===== src/rtl/mem_ctrl_pkg.sv =====
// mem_ctrl_pkg: shared state encoding and default timeout for the MEM-stage memory controller.
package mem_ctrl_pkg;
   typedef enum logic [1:0] {
      ST_IDLE = 2'd0,
      ST_BUSY = 2'd1,
      ST_DONE = 2'd2
   } state_t;
   localparam int DEF_TIMEOUT_CYCLES = 255;
endpackage


===== src/rtl/mem_timeout_ctr.sv =====
// mem_timeout_ctr: wait counter for one memory access; expire flags the last allowed BUSY cycle.
module mem_timeout_ctr #(
   parameter int TIMEOUT_CYCLES = 255,
   parameter int TO_W = 16
) (
   input  logic clk,
   input  logic rst,
   input  logic clear,
   input  logic enable,
   output logic expire
);
   logic [TO_W-1:0] cnt;
   always_ff @(posedge clk)
      if (rst || clear) cnt <= '0;
      else if (enable) cnt <= cnt + 1'b1;
   assign expire = cnt == TO_W'(TIMEOUT_CYCLES - 1);
endmodule


===== src/rtl/mem_access_ctrl.sv =====
// mem_access_ctrl: MEM-stage req/ack initiator with pipeline freeze and bounded wait.
// Define MEM_ALIGN_CHECK_EN to reject misaligned addresses instead of forwarding them.
module mem_access_ctrl import mem_ctrl_pkg::*; #(
   parameter int TIMEOUT_CYCLES = DEF_TIMEOUT_CYCLES,
   parameter int TO_W = 16
) (
   input  logic        clk,
   input  logic        rst,
   input  logic        mem_read,
   input  logic        mem_write,
   input  logic [31:0] address,
   input  logic [31:0] data,
   output logic [31:0] mem_result,
   output logic        freeze,
   output logic        done,
   output logic        err,
   output logic        m_req,
   output logic        m_we,
   output logic [31:0] m_addr,
   output logic [31:0] m_wdata,
   input  logic [31:0] m_rdata,
   input  logic        m_ack
);
`ifdef MEM_ALIGN_CHECK_EN
   localparam logic ALIGN_EN = 1'b1;
`else
   localparam logic ALIGN_EN = 1'b0;
`endif
   state_t state;
   logic [31:0] rdata_q;
   logic expire;
   logic req;
   logic misaligned;
   assign req = mem_read | mem_write;
   assign misaligned = ALIGN_EN && address[1:0] != 2'b00;
   assign freeze = !rst && (state == ST_BUSY || (state == ST_IDLE && req));
   assign done = state == ST_DONE;
   assign mem_result = done ? rdata_q : '0;
   mem_timeout_ctr #(.TIMEOUT_CYCLES(TIMEOUT_CYCLES), .TO_W(TO_W)) u_ctr (
      .clk(clk),
      .rst(rst),
      .clear(state != ST_BUSY),
      .enable(state == ST_BUSY),
      .expire(expire)
   );
   always_ff @(posedge clk)
      if (rst) begin
         state <= ST_IDLE;
         m_req <= 1'b0;
         m_we <= 1'b0;
         err <= 1'b0;
         m_addr <= '0;
         m_wdata <= '0;
         rdata_q <= '0;
      end else
         case (state)
            ST_IDLE:
               if (req && misaligned) begin
                  err <= 1'b1;
                  rdata_q <= '0;
                  state <= ST_DONE;
               end else if (req) begin
                  m_addr <= address;
                  m_wdata <= data;
                  m_we <= mem_write;
                  m_req <= 1'b1;
                  state <= ST_BUSY;
               end
            ST_BUSY:
               // ack takes priority over a timeout landing in the same cycle
               if (m_ack) begin
                  rdata_q <= m_we ? '0 : m_rdata;
                  m_req <= 1'b0;
                  state <= ST_DONE;
               end else if (expire) begin
                  rdata_q <= '0;
                  err <= 1'b1;
                  m_req <= 1'b0;
                  state <= ST_DONE;
               end
            default: state <= ST_IDLE;
         endcase
endmodule

===== config.mk =====
export PLATFORM = sky130hd
export DESIGN_NAME = mem_access_ctrl
export DESIGN_NICKNAME = d
export VERILOG_FILES = /design/src/rtl/mem_ctrl_pkg.sv /design/src/rtl/mem_timeout_ctr.sv /design/src/rtl/mem_access_ctrl.sv
export SDC_FILE = /design/constraint.sdc
export NUM_CORES = 1
export LEC_CHECK = 0
export CELL_PAD_IN_SITES_DETAIL_PLACEMENT = 0
export CELL_PAD_IN_SITES_GLOBAL_PLACEMENT = 2
export CORE_MARGIN = 2
export CORE_UTILIZATION = 25
export DETAILED_ROUTE_END_ITERATION = 12
export PLACE_DENSITY = 0.86
export RECOVER_POWER = 100
export SLEW_MARGIN = 25
export SYNTH_ARGS = -nofsm -noshare
export SYNTH_HDL_FRONTEND = slang
export SYNTH_SLANG_ARGS = --single-unit

===== constraint.sdc =====
create_clock -name clk -period 3.8 [get_ports clk]
set_input_delay 0.57 -clock clk [delete_from_list [all_inputs] [get_ports clk]]
set_output_delay 0.57 -clock clk [all_outputs]
set_load 0.03 [all_outputs]

==> results of run 1 <==
[cell type report]
class | count | area share
Timing Repair Buffer | 209 | 0.2902
Tap cell | 225 | 0.03952
Multi-Input combinational cell | 343 | 0.2610
Sequential cell | 117 | 0.3288
Inverter | 4 | 0.002108
Clock inverter | 15 | 0.01862
Clock buffer | 17 | 0.05972
[synth_stat cells, drive strengths merged]
cell type	count
a22o	32
o31ai	1
nor2	17
nor3	5
and4	2
a21oi	71
nand2	135
clkbuf	26
nand2b	3
o22a	1
bufbuf	1
and2	33
o2bb2ai	1
nand3	4
nor4	4
buf	10
xnor2	4
or2	1
nand4	3
or4	2
o21ai	3
nand4b	6
or3	4
dfxtp	117
a41o	1
nor2b	1
ha	2
nor3b	1
xor2	6
inv	4
[through the flow]
stage	utilization	std cells	setup slack, ns	hold slack [ns]
3_5_place_dp	0.3817	898	1.258	0.4459
4_1_cts	0.4139	930	0.8652	0.4419
3_3_place_gp	0.3817	898	1.218	0.4418
6_report	0.4118	930	0.6698	0.4473
5_1_grt	0.4118	930	0.4896	0.4442
2_1_floorplan	-	501	1.583	0.4339
[cell families (layout without fill, tap and decap cells)]
kind of cell             after synthesis  after routing  share of synthesized area
adder cells (fa/ha/maj)                2              2                   0.005666
XOR/XNOR                              10             10                    0.01983
flip-flops                           117            117                     0.5305
buffers and inverters                 41            245                    0.04902
AO/OA/AOI/OAI                        110            110                     0.1553
AND/OR/NAND/NOR                      221            221                     0.2397
[routing by layer]
layer  share of wire  vias up  routed length, um
li1                -     2068                  -
met1            0.43     1886               5552
met2            0.43      180               5598
met3            0.13       18               1654
met4           0.015        2                195
met5          0.0010        -                 13
[state kept, by name, indices dropped and copies added, names as in the netlist]
signal,cells
m_req,1
state,2
u_ctr.cnt,16
rdata_q,32
err,1
m_addr,32
m_wdata,32
m_we,1
[final timing paths]
kind | to | slack (ns) | cells after the start
max | mem_result[29] | 0.67 | 4
min | m_addr[25] | 0.45 | 2
max reg2reg | rdata_q[11] | 1.12 | 5
min reg2reg | m_addr[25] | 0.45 | 2
[report_power, final]
| part | switching, mW | internal (mW) |
|---|---|---|
| registers | 0.0412 | 1.31 |
| clock network | 0.592 | 0.899 |
| logic | 0.298 | 0.232 |
| total | 0.932 | 2.44 |
[worst max-delay path, stage by stage, from the launching register on]
cell and delay, ns:
dfxtp_1 0.51, nor2b_1 0.22, clkbuf_2 0.45, and2_1 0.22
dlygate4sd3_1 0.75
[placed cells by master, fill, tap and decap left out, drive strengths merged, types with 2 or more instances in the layout]
| master | count |
|---|---|
| a21oi | 71 |
| a22o | 32 |
| and2 | 33 |
| and4 | 2 |
| buf | 5 |
| clkbuf | 21 |
| clkdlybuf4s50 | 99 |
| clkinv | 8 |
| clkinvlp | 4 |
| dfxtp | 117 |
| dlygate4sd3 | 101 |
| ha | 2 |
| inv | 6 |
| nand2 | 135 |
| nand2b | 3 |
| nand3 | 4 |
| nand4 | 3 |
| nand4b | 6 |
| nor2 | 17 |
| nor3 | 5 |
| nor4 | 4 |
| o21ai | 3 |
| or3 | 4 |
| or4 | 2 |
| xnor2 | 4 |
| xor2 | 6 |
==> key figures, run 1 <==
Critical path
  • CP Max Fanout: 33
  • Worst Setup End Kind: output pin
  • Worst setup path start: state[1]
  • Crit path arrival time: 2.56 ns
  • Required @ worst endpoint: 3.23 ns
  • Kind of critical path: flip-flop to output pin
  • R2r startpoint: state[1]
  • Startpoint type of the worst setup path: flip-flop

Yosys
  • Area leader, netlist: dfxtp_1
  • Top-area cell type share of the netlist area: 0.5305
  • Syn Area/Cell: 8.813 um2
  • Post-synthesis sequential area ratio: 0.5305
  • Cell variety after synth: 38
  • Synthesized area: approximately 0.0044 mm2
  • Largest cells by area after synthesis: dfxtp_1 53%, nand2_1 11%, a21oi_1 8.0%, a22o_1 6.3%, and2_1 4.7%
  • Synth Instances: 501
  • Synthesis Warnings: 0
  • FF+latch count, synth: 117
  • Synth Net Count: slightly above 600

STA
  • Final setup vio count: 0
  • Final min period: roughly 3.1 ns
  • Post-route setup TNS: 0 ns
  • RSZ-0062 raised after global routing: no
  • Hold violation count in the final report: 0
  • Slew @ Worst Pin: roughly 1.1 ns
  • Setup Skew: between 0.015 and 0.02 ns
  • Max Freq: around 320 MHz
  • Post-route clock period utilization: 0.8237
  • Slew Limit Fails: 0
  • Slew margin rel.: 0.2463

Flow run
  • Max Cap Viol: 0

Drt
  • Post-route ant nets: 0
  • First-pass DRT Iterations: 4
  • Routed vias: between 4k and 5k
  • DRC errors left: 0
  • Drt via density: 4.467
  • WL final: between 10000 and 15000 um
  • Routed length per placed instance: approximately 14 um
  • DRT iter0 DRCs: between 90 and 100

GRT
  • Largest net degree at the start of global routing: between 60 and 70
  • Number of global-route vias before repair: just over 4k
  • Routing usage on met2: 0.2053
  • Total Routing Usage GR: 0.1407
  • Grt met1 use: 0.1672
  • First-pass GRT wire length: 20460 um
  • Met3 Track Usage GR: 0.08111
  • Total gr overflow: 0
  • Busiest grt layer: met2
  • Initial antenna violation count: 1

Clock tree
  • CTS Buf Count: 17
  • CTS hold repair buffers: 0
  • Clk sinks: 117
  • CTS tree: done
  • CTS root buf: clkbuf_16
  • Max Root-Sink Buffers: 2
  • Worst-Skew Late Latency: 0.41 ns
  • Post_cts resized: 0
  • Clock Pin Slew Worst Setup and Hold Paths: about 0.060 ns
  • Post-CTS Setup Repair Bufs: 0
  • H-tree depth: 4

Place
  • Post-DP Area: around 0.0066 mm2
  • Placer Congestion: around 0.76
  • I/O Buffers: 201
  • Dpl hpwl: between 9000 and 10000 um

Status
  • Status: completed

Floorplanning
  • Core footprint: 0.01730 mm2
  • Die Width: roughly 140 um
  • Num rows: 48
  • Initial Util: 0.2553
  • Die area: 0.01874 mm2
  • Ports: about 200
  • Die height: ~140 um

Pwr
  • Lkg Pwr: 2.937 nW
  • Total power: between 3 and 4 mW
  • PwrDens: 473.1 mW/mm2
  • Maximum VDD drop: ~0.3 mV

Finish
  • Share of layout cells above drive strength 1: 0.06241
  • Fillers: about 1.7k
  • Fin area: a little over 0.007 mm2
  • Final nets: about 800
  • Register Area: approximately 0.0023 mm2
  • Multi-input logic area: 0.001859 mm2
  • Antenna Cells: 0
  • Area delta synth->final: 61.32%

Worst hold path
  • Hold Startpoint: m_addr[25]
  • Min-delay worst type: flip-flop to flip-flop
No activity file was read; power rests on OpenSTA's default activity.
==> run 2: changes to the inputs <==
--- a/config.mk
+++ b/config.mk
@@ -8,9 +8,9 @@
 export CELL_PAD_IN_SITES_DETAIL_PLACEMENT = 0
 export CELL_PAD_IN_SITES_GLOBAL_PLACEMENT = 2
 export CORE_MARGIN = 2
-export CORE_UTILIZATION = 25
+export CORE_UTILIZATION = 21
 export DETAILED_ROUTE_END_ITERATION = 12
-export PLACE_DENSITY = 0.86
+export PLACE_DENSITY = 0.77
 export RECOVER_POWER = 100
 export SLEW_MARGIN = 25
 export SYNTH_ARGS = -nofsm -noshare
==> constraint.sdc (replaced) <==
create_clock -name clk -period 2.74 [get_ports clk]
set_input_delay 0.411 -clock clk [delete_from_list [all_inputs] [get_ports clk]]
set_output_delay 0.411 -clock clk [all_outputs]
set_load 0.03 [all_outputs]
==> key figures, run 2 (synthesis gave the netlist of run 1 again) <==
Status
  • Status: completed

STA
  • Slew @ Worst Pin: approximately 1.3 ns
  • Final setup vio count: 0
  • Max Freq: roughly 400 MHz
  • RSZ-0062 raised after global routing: no
  • Slew margin rel.: 0.1042
  • Final min period: 2.503 ns
  • Hold violation count in the final report: 0
  • Post-route clock period utilization: 0.9135
  • Setup Skew: between 0.008 and 0.009 ns
  • Slew Limit Fails: 0
  • Post-route setup TNS: 0 ns

Drt
  • Post-route ant nets: 0
  • Drt via density: ~4.2
  • WL final: 13300 um
  • DRT iter0 DRCs: 164
  • Routed length per placed instance: around 14 um
  • DRC errors left: 0
  • Routed vias: between 4k and 5k
  • First-pass DRT Iterations: 4

Floorplanning
  • Num rows: 53
  • Core footprint: 0.02082 mm2
  • Die height: around 150 um
  • Die Width: around 150 um
  • Initial Util: 0.2121
  • Ports: between 200 and 250
  • Die area: between 0.02 and 0.025 mm2

Pwr
  • Lkg Pwr: 2.878 nW
  • Maximum VDD drop: around 0.43 mV
  • PwrDens: between 600 and 700 mW/mm2

Clock tree
  • CTS Buf Count: 17
  • Max Root-Sink Buffers: 2
  • Worst-Skew Late Latency: ~0.40 ns
  • Post_cts resized: 0
  • Post-CTS Setup Repair Bufs: 0
  • CTS root buf: clkbuf_16
  • Clk sinks: about 120
  • H-tree depth: 4
  • CTS hold repair buffers: 0
  • Clock Pin Slew Worst Setup and Hold Paths: approximately 0.060 ns
  • CTS tree: done

Critical path
  • Worst Setup End Kind: output pin
  • Required @ worst endpoint: 2.33 ns
  • R2r startpoint: state[1]
  • Crit path cell chain: nor2b_1 -> clkbuf_2 -> and2_1 -> clkbuf_1
  • Max stage delay on crit path: 0.57 ns
  • CP max-delay cell: dfxtp_1
  • Kind of critical path: flip-flop to output pin
  • R2R Path End: rdata_q[6]
  • Register-to-register setup slack: about 0.34 ns
  • Startpoint type of the worst setup path: flip-flop
  • CP Max Fanout: 33
  • Crit path arrival time: around 2.1 ns
  • R2R depth: 5

Place
  • Placer Congestion: 0.7567
  • Dpl hpwl: roughly 9200 um
  • I/O Buffers: around 200

Finish
  • Commonest non-fill, non-tap cell in the layout: nand2_1
  • Multi-input logic area: 0.001876 mm2
  • Fillers: roughly 2.2k
  • Register Area: 0.002342 mm2
  • Antenna Cells: 0
  • Leading registers by flop count: m_addr (32), m_wdata (32), rdata_q (32)
  • Layout Utilization: 0.3400
  • Commonest non-fill, non-tap cells in the layout: 135 x nand2_1, 117 x dfxtp_1, 98 x clkdlybuf4s50_1, 71 x a21oi_1, 69 x dlygate4sd3_1
  • Share of layout cells above drive strength 1: 0.1053
  • Final nets: 794
  • Area delta synth->final: 60.36%

Worst hold path
  • Hold Startpoint: rst
  • Min-delay worst type: primary input to flip-flop
  • Hold path endpoint: m_addr[7]
  • Hold Path Cell Cnt: 2

GRT
  • Number of global-route vias before repair: approximately 4.1k
  • Largest net degree at the start of global routing: 66
  • Total Routing Usage GR: 0.1186
  • First-pass GRT wire length: 20890 um
  • Initial antenna violation count: 0
  • Total gr overflow: 0

Flow run
  • Max Cap Viol: 0
## run 2: cell type report
| class | count | share of cell area |
|---|---|---|
| Clock buffer | 22 | 0.06697 |
| Clock inverter | 9 | 0.01113 |
| Inverter | 4 | 0.002121 |
| Multi-Input combinational cell | 343 | 0.2649 |
| Sequential cell | 117 | 0.3308 |
| Tap cell | 275 | 0.04860 |
| Timing Repair Buffer | 208 | 0.2755 |
## run 2: worst max path at each step
| stage | start | endpoint | slack, ns | cells past startpoint |
|---|---|---|---|---|
| after global routing | state[1] | mem_result[12] | 0.09 | 4 |
| final | state[1] | mem_result[12] | 0.24 | 4 |
| after floorplan | state[1] | mem_result[22] | 0.75 | 4 |
| after global placement | mem_write | freeze | 0.47 | 4 |
| after CTS | state[0] | freeze | 0.32 | 3 |
| after detailed placement | mem_write | m_addr[26] | 0.45 | 6 |
## run 2: layer usage
metal	vias up	share of wire	track usage
met4	0	0.0070	0.03143
met3	7	0.10	0.06269
li1	2063	-	-
met1	1886	0.42	0.1329
met2	148	0.47	0.1972
met5	-	0	0
## run 2: report_power, final
group | switching, mW | internal (mW)
combinational | 0.412 | 0.319
sequential | 0.0592 | 1.81
clock | 0.764 | 1.31
## run 2: per-stage QoR
stage | worst slack (ns) | hold slack, ns | instances | cell area, um2 | power (mW)
2_1_floorplan | 0.7540 | 0.4339 | 501 | 4415 | 2.302
3_3_place_gp | 0.4746 | 0.4415 | 947 | 6561 | 2.673
3_5_place_dp | 0.4519 | 0.4457 | 947 | 6561 | 2.682
4_1_cts | 0.3200 | 0.3213 | 978 | 7114 | 4.791
5_1_grt | 0.09403 | 0.3268 | 978 | 7081 | 4.901
6_report | 0.2369 | 0.3311 | 978 | 7081 | 4.673
## run 2: worst max-delay path: cells and delay by family (launching register included)
kind | cells | cell delay [ns]
DFF | 1 | 0.57
and+or+nand+nor | 2 | 0.38
buffers and inverters | 2 | 0.74
